[config.mk]
export PLATFORM = sky130hd
export DESIGN_NAME = mem_stage_lsu
export DESIGN_NICKNAME = d
export VERILOG_FILES = /design/src/rtl/otter_mem_pkg.sv /design/src/rtl/lsu_lane_align.sv /design/src/rtl/mem_stage_lsu.sv
export SDC_FILE = /design/constraint.sdc
export NUM_CORES = 1
export LEC_CHECK = 0
export BUFFER_PORTS_ARGS = -buffer_cell sky130_fd_sc_hd__buf_2
export CORE_UTILIZATION = 54
export DETAILED_ROUTE_END_ITERATION = 8
export PLACE_DENSITY = 0.92
export SKIP_LAST_GASP = 1
export SYNTH_ARGS = -nofsm -noshare
export SYNTH_HDL_FRONTEND = slang
export SYNTH_SLANG_ARGS = --single-unit
[constraint.sdc]
create_clock -name CLK -period 10.05 [get_ports CLK]
set_input_delay 1.005 -clock CLK [delete_from_list [all_inputs] [get_ports CLK]]
set_output_delay 1.005 -clock CLK [all_outputs]
set_load 0.005 [all_outputs]
[src/rtl/otter_mem_pkg.sv]
// otter_mem_pkg: shared types and constants for the OTTER memory stage
package otter_mem_pkg;
  localparam int MEM_ADDR_W = 32;
  typedef enum logic [1:0] {SZ_BYTE, SZ_HALF, SZ_WORD, SZ_ILL} mem_size_t;
  typedef enum logic [1:0] {IDLE, REQ, DONE} lsu_state_t;
endpackage

[src/rtl/lsu_lane_align.sv]
// lsu_lane_align: store byte-lane placement and load extract/extend
module lsu_lane_align
  import otter_mem_pkg::*;
(
  input  logic [1:0]  st_size,
  input  logic [1:0]  st_off,
  input  logic [31:0] st_data,
  input  logic [1:0]  ld_size,
  input  logic [1:0]  ld_off,
  input  logic        ld_uns,
  input  logic [31:0] ld_word,
  output logic [3:0]  be,
  output logic [31:0] wdata,
  output logic [31:0] ld_data
);
  logic [7:0]  b;
  logic [15:0] h;
  always_comb begin
    be = st_size == SZ_BYTE ? 4'b0001 << st_off :
         st_size == SZ_HALF ? (st_off[1] ? 4'b1100 : 4'b0011) : 4'b1111;
    wdata = st_size == SZ_BYTE ? {4{st_data[7:0]}} :
            st_size == SZ_HALF ? {2{st_data[15:0]}} : st_data;
    b = ld_word[{ld_off, 3'b000} +: 8];
    h = ld_word[{ld_off[1], 4'b0000} +: 16];
    ld_data = ld_size == SZ_BYTE ? {{24{~ld_uns & b[7]}}, b} :
              ld_size == SZ_HALF ? {{16{~ld_uns & h[15]}}, h} : ld_word;
  end
endmodule

[src/rtl/mem_stage_lsu.sv]
// mem_stage_lsu: M-stage load/store unit driving a single-outstanding req/ack data bus
module mem_stage_lsu
  import otter_mem_pkg::*;
#(
  parameter int unsigned TIMEOUT_CYCLES = 255
) (
  input  logic                  CLK,
  input  logic                  RST,
  input  logic                  MemReadM,
  input  logic                  MemWriteM,
  input  logic                  MemSignM,
  input  logic [1:0]            MemSizeM,
  input  logic [MEM_ADDR_W-1:0] ALUResultM,
  input  logic [31:0]           WriteDataM,
  output logic [31:0]           ReadDataM,
  output logic                  StallM,
  output logic                  AccessErrM,
  output logic                  mem_req,
  output logic                  mem_we,
  output logic [MEM_ADDR_W-1:0] mem_addr,
  output logic [31:0]           mem_wdata,
  output logic [3:0]            mem_be,
  input  logic                  mem_ack,
  input  logic [31:0]           mem_rdata
);
  localparam logic [15:0] TO_LAST = 16'(TIMEOUT_CYCLES - 1);
  lsu_state_t state_q, state_d;
  logic we_q, we_d, sign_q, sign_d, err_q, err_d;
  logic [MEM_ADDR_W-1:0] addr_q, addr_d;
  logic [31:0] wdata_q, wdata_d, rdata_q, rdata_d, st_wdata, ld_data;
  logic [3:0] be_q, be_d, st_be;
  logic [1:0] size_q, size_d, off_q, off_d;
  logic [15:0] cnt_q, cnt_d;
  logic acc, bad, start;
  lsu_lane_align u_align (
    .st_size(MemSizeM), .st_off(ALUResultM[1:0]), .st_data(WriteDataM),
    .ld_size(size_q), .ld_off(off_q), .ld_uns(sign_q), .ld_word(mem_rdata),
    .be(st_be), .wdata(st_wdata), .ld_data(ld_data)
  );
  always_comb begin
    acc = MemReadM | MemWriteM;
    bad = MemSizeM == SZ_ILL || (MemSizeM == SZ_HALF && ALUResultM[0]) ||
          (MemSizeM == SZ_WORD && |ALUResultM[1:0]) || (MemReadM && MemWriteM);
    start = state_q == IDLE && acc && !bad;
    state_d = state_q;
    we_d = we_q;
    addr_d = addr_q;
    wdata_d = wdata_q;
    be_d = be_q;
    size_d = size_q;
    sign_d = sign_q;
    off_d = off_q;
    rdata_d = rdata_q;
    cnt_d = '0;
    err_d = 1'b0;
    if (start) begin
      state_d = REQ;
      we_d = MemWriteM;
      addr_d = {ALUResultM[MEM_ADDR_W-1:2], 2'b00};
      wdata_d = st_wdata;
      be_d = st_be;
      size_d = MemSizeM;
      sign_d = MemSignM;
      off_d = ALUResultM[1:0];
    end else if (state_q == REQ) begin
      if (mem_ack) begin
        state_d = DONE;
        rdata_d = we_q ? rdata_q : ld_data;
      end else if (cnt_q == TO_LAST) begin
        state_d = DONE;
        err_d = 1'b1;
      end else begin
        cnt_d = cnt_q + 16'd1;
      end
    end else if (state_q == DONE) begin
      state_d = IDLE;
    end
  end
  always_ff @(posedge CLK or posedge RST) begin
    if (RST) begin
      state_q <= IDLE;
      we_q <= 1'b0;
      addr_q <= '0;
      wdata_q <= '0;
      be_q <= '0;
      size_q <= '0;
      sign_q <= 1'b0;
      off_q <= '0;
      rdata_q <= '0;
      cnt_q <= '0;
      err_q <= 1'b0;
    end else begin
      state_q <= state_d;
      we_q <= we_d;
      addr_q <= addr_d;
      wdata_q <= wdata_d;
      be_q <= be_d;
      size_q <= size_d;
      sign_q <= sign_d;
      off_q <= off_d;
      rdata_q <= rdata_d;
      cnt_q <= cnt_d;
      err_q <= err_d;
    end
  end
  // Gating with RST keeps the combinational flags quiet while held in reset
  assign StallM = !RST && (start || state_q == REQ);
  assign AccessErrM = !RST && (err_q || (state_q == IDLE && acc && bad));
  assign mem_req = state_q == REQ;
  assign mem_we = we_q;
  assign mem_addr = addr_q;
  assign mem_wdata = wdata_q;
  assign mem_be = be_q;
  assign ReadDataM = rdata_q;
endmodule

==> out/results.txt <==
Die Area: 11490 um^2
initial antenna violation count: 1
Crit path top cell by count: buf_2
clock power share: 0.282
core box area: 10790 um^2
Initial Utilization: 0.5534
vias: 4822
first-pass GRT wire length: 24160 um
Setup Fix Bufs, Post-CTS: 0
clock skew: 0.01111 ns
maxcap violations: 0
drt pass-1 iters: 5
die extent in y: 107.2 um
syn_area_per_cell: 11.97 um^2
share of the synthesized area in the top cell type: 0.5153
register bit total from synthesis: 123
CP Max Fanout: 45
worst hold slack: 0.4997 ns
Area contributors post-synth: dfrtp_1 52%, mux2_2 13%, mux2_4 4.0%
worst endpoint required time: 9.05 ns
Pwr Total: 2.308 mW
Routed met1 length: 5881 um
post-synthesis cell type count: 47
Commonest cells post-synth: 123 x dfrtp_1, 70 x mux2_2, 57 x nor2_1
top sig layer: met4
share of cells above drive strength 1: 0.4810
synth warn: 0
P_int: 1.560 mW
Final ANT Viol Nets: 0
Cells after Synth: 499
Final GP Congestion: 0.9056
endpoint class of the critical path: output port
CP cell instances: buf_2 > o21a_1 > o22ai_2 > nand3_4 > a21oi_1 > buf_2
unrepaired setup endpoints after global routing: no
CTS tree: yes
PD cells: 302.7 nW/um^2
Remaining Overflow, GRT: 0
fmax: 0.2644 GHz
max incr delay on CP: 0.58 ns
Worst Tran Pin Value: 1.036 ns
final hold viol count: 0
Worst setup SP type: input pin
initial DRC count: 354
Die Span X: 107.2 um
nets@finish: 802
met2 wire len: 7756 um
Post-synth ARST share: 1.000
max-slew violations: 0
FP Rows: 38
aggregate global-route resource usage: 0.2734
Place WS: 6.264 ns
worst setup path start: MemSizeM[1]
hold depth: 1
Worst Min Path Start: mem_addr[13]
I/O pins: 208
CTS Root Cell: clkbuf_8
vias in the first global route: 5022
share of power burned in registers: 0.375
CTS H-Tree Depth: 4
met3 wire len: 1083 um
Routed WL: 15160 um
CTS Buf Count: 17
Syn Std Cell Area: 5973 um^2
sw frac: 0.3243
Clk pin slew, worst setup/hold paths: 0.06 ns
Skew-Pair Late Insertion Delay: 0.52 ns
clock sinks: 123
worst relative slew slack: 0.3081
Tcrit/Tclk final: 0.3764
Peak supply drop: 0.1590 mV
Post-synth EDFFs: 0
Logic pwr share: 0.343
input/output buffers: 205
Switching Power: 0.7484 mW
DR WL/cell: 17.84 um
R2R Path Start: state_q[1]
LEAKAGE: 3.572 nW
CTS Hold Bufs: 0
Worst path slowest cell: nand3_4
Top FF cell, synth: dfrtp_1
CP arrival: 2.78 ns
dpl cells: 817
Final HPWL DP: 10410 um
CTS max path bufs: 2
most frequent cell after synthesis: dfrtp_1
Setup TNS: 0 ns
Post-Layout Cell Count: 850
outcome: completed
CP Class: in2out
Seq/Total Area, Yosys: 0.5153
DR DRC count: 0
vias per cell: 5.673
post-cts sizing count: 0
final worst slack: 6.268 ns
Area growth syn-to-layout: 27.63%
Reg2Reg Depth: 5
worst hold path class: reg2reg
Period minus WS final: 3.782 ns
setup violators final: 0
largest net degree at the start of global routing: 70
biggest area consumer among synthesized cells: dfrtp_1
## through the flow
stage	instance area (um^2)	util
after floorplan	5977	-
after global placement	6990	0.6477
after detailed placement	6990	0.6477
after CTS	7621	0.7061
after global routing	7624	0.7064
final	7624	0.7064
## registers in the layout (all words and copies together), names as in the netlist
signal and flops:
mem_addr 30, state_q 2, cnt_q 16, err_q 1
sign_q 1, size_q 2, mem_wdata 32, off_q 2
ReadDataM 32, mem_be 4, mem_we 1
## power by group through the flow
| stage | clock [mW] | combinational [mW] | sequential, mW |
|---|---|---|---|
| after floorplan | 0 | 0.488 | 0.848 |
| after CTS | 0.659 | 0.796 | 0.865 |
| after detailed placement | 0 | 0.790 | 0.867 |
| after global placement | 0 | 0.756 | 0.855 |
| final | 0.650 | 0.792 | 0.866 |
| after global routing | 0.685 | 0.866 | 0.893 |
## cell usage in the layout, fill, tap and decap left out, drive strengths merged, types with 2 or more instances in the layout
cell type / instances
xnor2: 9
nand3b: 2
and4: 2
inv: 10
buf: 208
nor2b: 2
a22o: 14
nand2b: 3
bufinv: 4
ha: 2
xor2: 5
mux2i: 12
nand4: 5
nand2: 40
nor3: 6
a21oi: 36
nor2: 57
nor4: 4
a221oi: 15
mux4: 8
mux2: 87
nor3b: 2
conb: 2
nand3: 7
o21a: 2
dfrtp: 123
clkinv: 3
clkbuf: 20
o21ai: 9
## final timing paths
kind                                       to  slack [ns]
worst max-delay path                   StallM        6.27
worst min-delay path             mem_addr[13]        0.50
worst max register to register  ReadDataM[16]        7.56
worst min register to register   mem_addr[13]        0.50
max in group asynchronous        ReadDataM[7]        8.11
min in group asynchronous        mem_addr[29]        0.60
## cells by family after synthesis
family | count (synthesis) | synth area share
AO/OA/AOI/OAI | 80 | 0.08923
XOR/XNOR | 14 | 0.02053
adder cells (fa/ha/maj) | 2 | 0.004189
buffers and inverters | 37 | 0.04043
flip-flops | 123 | 0.5153
multiplexers | 107 | 0.2243
other | 1 | 0.0006278
AND/OR/NAND/NOR | 135 | 0.1054
## layer usage
metal	vias up	track usage
met5	-	0
met4	0	0.1370
met3	39	0.07112
met2	259	0.4558
met1	2339	0.3275
li1	2185	-
## critical path, delay by kind of cell
kind | cells | cell delay [ns]
AOI/OAI and AO/OA | 3 | 0.76
and+or+nand+nor | 1 | 0.58
buffers and inverters | 2 | 0.43
## area by class of cell
cell class / instances / area, um^2
sequential: 123 / 3078
clock buffer: 20 / 445.4
fill: 763 / 3169
antenna: 1 / 2.502
clock inverter: 12 / 185.2
tap: 140 / 175.2
multi-input combinational: 340 / 2664
inverter: 6 / 25.02
timing repair buffer: 208 / 1049
No activity file was read; power rests on OpenSTA's default activity.
